**src/rtl/uart_word_tx.sv**
```systemverilog
// uart_word_tx
// ------------
// Transmit-side word splitter for uart_tx. Words from the host are queued in
// a small FIFO. Each word is then cut into bytes, most-significant byte
// first, and handed to uart_tx one byte at a time through its
// start_n / data / ready_to_send handshake. A uart_rx + uart_sr pair on the
// far end reassembles the same words.
//
// Parameters
//   WORD_WIDTH  word width in bits; must be a multiple of 8
//   DEPTH       FIFO depth in words; must be a power of 2 and at least 2
//
// Ports
//   clk               system clock, all logic on the rising edge
//   rst               synchronous reset, active-high
//   word_valid        producer presents a word on `word`
//   word              word to transmit
//   word_ready        FIFO has room; accept happens when word_valid && word_ready
//   tx_ready_to_send  uart_tx idle indication (high = idle)
//   tx_start_n        active-low start request to uart_tx
//   tx_data           byte currently offered to uart_tx
//   busy              FIFO non-empty or a word still being sent

module uart_word_tx #(
    parameter int WORD_WIDTH = 16,
    parameter int DEPTH      = 4
) (
    input  logic                  clk,
    input  logic                  rst,
    input  logic                  word_valid,
    input  logic [WORD_WIDTH-1:0] word,
    output logic                  word_ready,
    input  logic                  tx_ready_to_send,
    output logic                  tx_start_n,
    output logic [7:0]            tx_data,
    output logic                  busy
);

    localparam int BYTES = WORD_WIDTH / 8;
    localparam int PTR_W = (DEPTH > 1) ? $clog2(DEPTH) : 1;
    localparam int CNT_W = PTR_W + 1;
    localparam int IDX_W = (BYTES > 1) ? $clog2(BYTES) : 1;

    typedef enum logic [1:0] {
        IDLE,
        START,
        WAIT
    } state_t;

    state_t                state_q;
    logic [WORD_WIDTH-1:0] mem_q [DEPTH];
    logic [PTR_W-1:0]      wr_ptr_q, wr_ptr_d;
    logic [PTR_W-1:0]      rd_ptr_q, rd_ptr_d;
    logic [CNT_W-1:0]      count_q, count_d;
    logic [WORD_WIDTH-1:0] sr_q;
    logic [WORD_WIDTH-1:0] sr_shifted;
    logic [IDX_W-1:0]      byte_idx_q;
    logic                  tx_start_n_q;
    logic [7:0]            tx_data_q;
    logic                  push;
    logic                  pop;

    assign word_ready = (count_q != CNT_W'(DEPTH));
    assign push       = word_valid && word_ready;
    // A word leaves the FIFO only when the FSM is idle and uart_tx can take a byte.
    assign pop        = (state_q == IDLE) && (count_q != '0) && tx_ready_to_send;
    assign sr_shifted = sr_q << 8;

    assign tx_start_n = tx_start_n_q;
    assign tx_data    = tx_data_q;
    assign busy       = (state_q != IDLE) || (count_q != '0);

    // FIFO bookkeeping. Pointers are exactly log2(DEPTH) bits wide, so they
    // wrap on their own. A simultaneous push and pop leaves the count alone.
    always_comb begin
        wr_ptr_d = wr_ptr_q;
        rd_ptr_d = rd_ptr_q;
        count_d  = count_q;
        if (push) begin
            wr_ptr_d = wr_ptr_q + PTR_W'(1);
        end
        if (pop) begin
            rd_ptr_d = rd_ptr_q + PTR_W'(1);
        end
        case ({push, pop})
            2'b10:   count_d = count_q + CNT_W'(1);
            2'b01:   count_d = count_q - CNT_W'(1);
            default: count_d = count_q;
        endcase
    end

    // FIFO storage. It has no reset because the pointers and count define what is valid.
    always_ff @(posedge clk) begin
        if (push) begin
            mem_q[wr_ptr_q] <= word;
        end
    end

    // Byte sequencer. START holds the request until uart_tx shows it has
    // taken the byte by dropping ready_to_send. WAIT then waits for uart_tx
    // to become idle again before offering the next byte. tx_data is only
    // loaded together with the falling edge of tx_start_n, so it stays
    // stable for the whole time the request is low.
    always_ff @(posedge clk) begin
        if (rst) begin
            state_q      <= IDLE;
            wr_ptr_q     <= '0;
            rd_ptr_q     <= '0;
            count_q      <= '0;
            sr_q         <= '0;
            byte_idx_q   <= '0;
            tx_start_n_q <= 1'b1;
            tx_data_q    <= '0;
        end else begin
            wr_ptr_q <= wr_ptr_d;
            rd_ptr_q <= rd_ptr_d;
            count_q  <= count_d;
            unique case (state_q)
                IDLE: begin
                    if (pop) begin
                        sr_q         <= mem_q[rd_ptr_q];
                        byte_idx_q   <= '0;
                        tx_data_q    <= mem_q[rd_ptr_q][WORD_WIDTH-1 -: 8];
                        tx_start_n_q <= 1'b0;
                        state_q      <= START;
                    end
                end
                START: begin
                    if (!tx_ready_to_send) begin
                        tx_start_n_q <= 1'b1;
                        state_q      <= WAIT;
                    end
                end
                WAIT: begin
                    if (tx_ready_to_send) begin
                        if (byte_idx_q == IDX_W'(BYTES - 1)) begin
                            state_q <= IDLE;
                        end else begin
                            byte_idx_q   <= byte_idx_q + IDX_W'(1);
                            sr_q         <= sr_shifted;
                            tx_data_q    <= sr_shifted[WORD_WIDTH-1 -: 8];
                            tx_start_n_q <= 1'b0;
                            state_q      <= START;
                        end
                    end
                end
                default: begin
                    state_q <= IDLE;
                end
            endcase
        end
    end

endmodule
```
**config.mk**
```make
export PLATFORM = sky130hd
export DESIGN_NAME = uart_word_tx
export DESIGN_NICKNAME = d
export VERILOG_FILES = /design/src/rtl/uart_word_tx.sv
export SDC_FILE = /design/constraint.sdc
export NUM_CORES = 1
export LEC_CHECK = 0
export CELL_PAD_IN_SITES_DETAIL_PLACEMENT = 1
export CELL_PAD_IN_SITES_GLOBAL_PLACEMENT = 2
export CORE_MARGIN = 2
export CORE_UTILIZATION = 45
export CTS_CLUSTER_DIAMETER = 30
export DETAILED_ROUTE_END_ITERATION = 8
export GPL_TIMING_DRIVEN = 1
export PLACE_DENSITY_LB_ADDON = 0.1
export SKIP_LAST_GASP = 1
export SLEW_MARGIN = 20
export SYNTH_ARGS = -nofsm -noshare
export SYNTH_HDL_FRONTEND = slang
export SYNTH_SLANG_ARGS = --single-unit
```
**constraint.sdc**
```tcl
create_clock -name clk -period 6.6 [get_ports clk]
set_input_delay 1.65 -clock clk [delete_from_list [all_inputs] [get_ports clk]]
set_output_delay 1.65 -clock clk [all_outputs]
set_load 0.05 [all_outputs]
```
# --- After elaboration in Yosys (flattened, before gate mapping) ---
# Memory sizes are Yosys's and may differ from the RTL's. A register that Yosys moved wholly into a read port is not among the register bits.
# Cells that the tools add are included.
totals:
  register_bits: 27
  mem_bits_rw: 64
  input_bits: 20
  output_inout_bits: 11
  wordCells: 63
  memories: 1
mem_list:
  columns: ["name", "words", "width", "rd", "rd_ports_with_merged_regs", "write_ports", "line", "rtl"]
  rows:
  - ["mem_q", 4, 16, 1, 1, 1, "51", "logic [WORD_WIDTH-1:0] mem_q [DEPTH];"]
op_classes:
  n_addsub: 5
  n_eq_ne: 9
  mux: 26
  n_reduce_logical: 14
ops:
  columns: ["op", "n"]
  rows:
  - ["2-to-1 mux 8 bit", 6]
  - ["case mux 8 bit (2 select lines)", 2]
  - ["2-to-1 mux 2 bit", 5]
  - ["2-to-1 mux 1 bit", 9]
  - ["inequality test 2 bit (second input constant)", 4]
  - ["case mux 2 bit (3 select lines)", 1]
  - ["case mux 3 bit (2 select lines)", 1]
  - ["AND reduction 3 bit", 2]
  - ["nonzero test 2 bit", 3]
  - ["nonzero test 3 bit", 2]
  - ["AND reduction 5 bit", 1]
  - ["adder 2 x 1 -> 2 bit (second input constant)", 2]
  - ["equality test 2 x 1 -> 1 bit (second input constant)", 2]
  - ["equality test 2 bit (second input constant)", 2]
  - ["AND reduction 4 bit", 1]
  - ["adder 3 x 1 -> 3 bit (second input constant)", 1]
  - ["logical AND 1 bit", 3]
  - ["inequality test 3 bit (second input constant)", 1]
  - ["case mux 1 bit (3 select lines)", 1]
  - ["subtractor 3 x 1 -> 3 bit (second input constant)", 1]
  - ["zero test 2 bit", 1]
  - ["case mux 1 bit (2 select lines)", 1]
  - ["adder 1 bit (second input constant)", 1]
  - ["logical OR 1 bit", 1]

# --- Logic depth before layout (Yosys ltp) ---
logic_depth:
  depth_word: 5
  ltp_mapped: 9
  mapped_depth_nobuf: 8

# --- Worst setup path after synthesis ---
# No wires, ideal clock.
synth_path:
  path_kind: "input to register"
  start: "input tx_ready_to_send"
  end: "register count_q[2]"
  setup_time_ns: 0.071
  arrival_ns: 3.350
  required_ns: 6.529
  setup_slack_ns: 3.180
  path_stages: 9
  path_buffers: 1
  path_cell_list: "or3b_1 buf_2 nor2_1 ha_1 inv_1 fa_1 xor2_1 or3_1 a21oi_1"
synth_via:
  elab_chain_cells: 3
  elab_cells_between_ends: 5
  cone_classes: "2 x eq/ne; 1 x mux; 2 x reduce/logical"
synth_lines:
  columns: ["item", "line", "rtl"]
  rows:
  - ["from (decl)", "33", "input logic tx_ready_to_send,"]
  - ["logical AND 1 bit *", "66", "assign pop = (state_q == IDLE) && (count_q != '0) && tx_ready_to_send;"]
  - ["named net pop", "61", "logic pop;"]
  - ["equality test 2 x 1 -> 1 bit or equality test 2 bit (tied branches)", "85", "case ({push, pop})"]
  - ["case mux 3 bit (2 select lines) or nonzero test 2 bit (tied branches)", null, null]
  - ["to (signal assigned)", "117", "count_q <= count_d;"]
  - ["to (decl)", "54", "logic [CNT_W-1:0] count_q, count_d;"]
# The timed path passes the listed nets; every way through them passes the cells marked *.
# A chain may end at the register's enable or synchronous reset.

# --- Final worst setup path ---
layout_path:
  start: "register count_q[0]"
  end: "output busy"
layout_via:
  elab_chain_cells: 2
layout_lines:
  columns: ["item", "line", "rtl"]
  rows:
  - ["nonzero test 3 bit", "71", "assign busy = (state_q != IDLE) || (count_q != '0);"]
  - ["logical OR 1 bit", "71", null]
  - ["to (decl)", "36", "output logic busy"]
# Every way passes these cells.

==> flow_summary.json <==
{
  "status": "completed",
  "power_uw": 1618,
  "worst_slew_pin_slew_ns": 0.9318,
  "placed_area_sq_um": 4096,
  "area_delta_synth_final_pct": 14.63,
  "ir_drop_uv": 153.8,
  "synth_cells": 247,
  "fin_crit_sh": 0.5829,
  "initial_utilization": 0.4595,
  "io_buffer_count": 30,
  "synth-async-reset-ratio": 0,
  "io_pins": 31,
  "synth-edff-count": 64,
  "ys_types": 40,
  "start_kind": "flip-flop",
  "stdcell_count": 383,
  "grt_pass1_vias": 2213,
  "synth_flop_cell": "edfxtp_1",
  "post-dp-hpwl_mm": 4.614,
  "die-width_um": 95.13,
  "relSlewSlack": 0.3788,
  "die_y_um": 95.13,
  "leakage_uw": 0.001435,
  "numCtsBuffers": 9,
  "combPwrFrac": 0.307,
  "ant_nets": 0,
  "synthTopCellsByArea": "edfxtp_1 51%, dfxtp_1 16%, mux4_2 4.8%",
  "dp_cells": 367,
  "synth_top_family_by_area": "compound AO/OA/AOI/OAI gates",
  "cts_tree": "yes",
  "worstPathMaxFanout": 8,
  "synthesis.area_sq_um": 3737,
  "place_congestion": 0.7434,
  "antenna_cells": 0,
  "hp-class": "reg -> reg",
  "p_int_uw": 1052,
  "synthMuxAreaShare": 0.09374,
  "drt_first_pass_iters": 4,
  "ff_latch_area_sq_um": 2502,
  "wl_mm": 7.178,
  "vias": 2097,
  "overflow": 0,
  "path_class": "reg -> out",
  "grt_usage": 0.1758,
  "sequentialPowerShare": 0.470,
  "cts_resized": 0,
  "htreeDepth": 3,
  "synth-simple-area-share": 0.08202,
  "clk_latency_ns": 0.36,
  "avgSynthCellArea_sq_um": 15.13,
  "yosys.area_share.xor_xnor": 0.007030,
  "synth_compound_area_frac": 0.09407,
  "ctsHoldBuffers": 0,
  "sw_frac_of_total": 0.3497,
  "core_area_sq_um": 8134,
  "postCtsSetupRepairBufs": 0,
  "yosys.area_share.adder": 0.02210,
  "clk_path_buf_depth": 2,
  "worstPathArrival_ns": 2.20,
  "maxCapViolations": 0,
  "path_clk_slew_ns": 0.09,
  "power_frac_clock": 0.223,
  "p_sw_uw": 566.0,
  "final_area_sq_um": 4284,
  "grt_max_degree": 25,
  "row_count": 33,
  "setup_viol": 0,
  "ys_seq_elements": 93,
  "yosys.area.top_type": "edfxtp_1",
  "finalHoldViolCount": 0,
  "die_area_sq_um": 9050,
  "cts_sinks": 93,
  "multi_input_area_sq_um": 1117,
  "drtIter0Drc": 85,
  "cts_root_buffer": "clkbuf_8",
  "worstPathRequired_ns": 4.95,
  "utilization": 0.5267,
  "tns_ns": 0,
  "avgRoutedWirePerCell_um": 18.74,
  "fin_skew_ns": 0.01006,
  "report.final.slew_viol_count": 0,
  "drc": 0,
  "power.density_nw_per_um2": 377.7,
  "syn_nets": 273,
  "antenna_found_initial": 0,
  "synth.top_cell.area_share": 0.5142,
  "fin_crit_ns": 3.847,
  "drive_above_1_share": 0.1367,
  "ys_seq_area_frac": 0.6696,
  "yosysWarnings": 0,
  "worst_setup_path_end_kind": "output pin",
  "rsz0062_at_grt": "no",
  "fmax_mhz": 260.0,
  "layout.nets": 299,
  "vias_per_cell": 5.475,
  "grt_pass1_wl_mm": 11.56,
  "nFillCells": 783
}
-- worst paths after layout --
path                            startpoint          to  slack [ns]  cells past startpoint
worst max register to register  state_q[1]  count_q[2]        4.14                      8
worst max-delay path            count_q[0]        busy        2.75                      3
worst min-delay path               sr_q[4]     sr_q[4]        0.48                      1
worst min register to register     sr_q[4]     sr_q[4]        0.48                      1
-- final cells by class --
type                       count  area share
tap                          105     0.03067
sequential                    93      0.5841
timing repair buffer          33     0.07535
multi-input combinational    130      0.2608
clock inverter                 7     0.01489
inverter                       6    0.005257
clock buffer                   9     0.02891
-- through the flow --
stage | hold slack (ns) | setup WS, ns
after floorplan | 0.4345 | 3.180
after global placement | 0.4589 | 2.543
after detailed placement | 0.4677 | 2.479
after CTS | 0.4888 | 2.687
after global routing | 0.5193 | 2.549
final | 0.4813 | 2.753
-- worst max-delay path: stages, from the launching register on --
cell and delay [ns]:
dfxtp_1 0.36, nor3_1 0.64, nand2_1 0.11, clkdlybuf4s50_1 0.73
-- kinds of logic after synthesis --
kind of cell | Yosys count
simple gates | 48
flops | 93
mux | 24
xor+xnor | 3
fa+ha+maj | 6
buf+inv | 24
compound gates | 49
-- layer usage --
layer / vias up / wire (um) / track usage
met5: - / 0 / 0
met4: 0 / 59 / 0.05072
met3: 5 / 231 / 0.04822
met2: 32 / 3483 / 0.2899
met1: 1043 / 3403 / 0.2287
li1: 1017 / - / -
-- synthesized netlist by cell type (2+ instances only) --
| cell | instances |
|---|---|
| clkbuf_1 | 7 |
| a31oi_1 | 16 |
| nor2b_1 | 2 |
| buf_1 | 3 |
| inv_1 | 6 |
| nor2_1 | 6 |
| and3b_1 | 8 |
| a311oi_1 | 8 |
| a22o_1 | 8 |
| ha_1 | 5 |
| buf_6 | 2 |
| nand3_1 | 3 |
| nand2_1 | 4 |
| mux2_2 | 8 |
| or3_1 | 10 |
| a21oi_1 | 9 |
| a21o_1 | 2 |
| o21ai_0 | 3 |
| mux2i_1 | 8 |
| nor3_1 | 2 |
| xor2_1 | 2 |
| mux4_2 | 8 |
| dfxtp_1 | 29 |
| edfxtp_1 | 64 |
| and3_1 | 5 |
| buf_2 | 4 |
| buf_4 | 2 |
-- power by group through the flow --
stage	registers [uW]	logic, uW	clock network (uW)
after CTS	762	507	374
after global routing	772	545	394
after floorplan	829	314	0
after detailed placement	776	505	0
after global placement	772	497	0
final	760	497	361
-- state kept, by name, summed over array words and instances (netlist names), named ones only --
register,flops
byte_idx_q,1
count_q,3
mem_q,64
rd_ptr_q,2
sr_q,8
state_q,2
tx_data,8
tx_start_n,1
wr_ptr_q,2
-- placed cells by master, fill, tap and decap left out, types with 2 or more instances in the layout --
cell type and count:
mux2i_1 8, and3b_1 8, clkbuf_8 9, nor2_1 6, a21oi_1 9, a22o_1 8
a31oi_1 16, inv_6 2, a21o_1 2, o21ai_0 3, clkdlybuf4s50_1 30, ha_1 5
a311oi_1 8, or3_1 10, nand3_1 3, mux2_2 8, nand2_1 4, inv_1 6
buf_4 3, mux4_2 8, edfxtp_1 64, xor2_1 2, nor2b_1 2, inv_8 3
nor3_1 2, and3_1 5, dfxtp_1 29
Power figures use the tool's default switching activity.
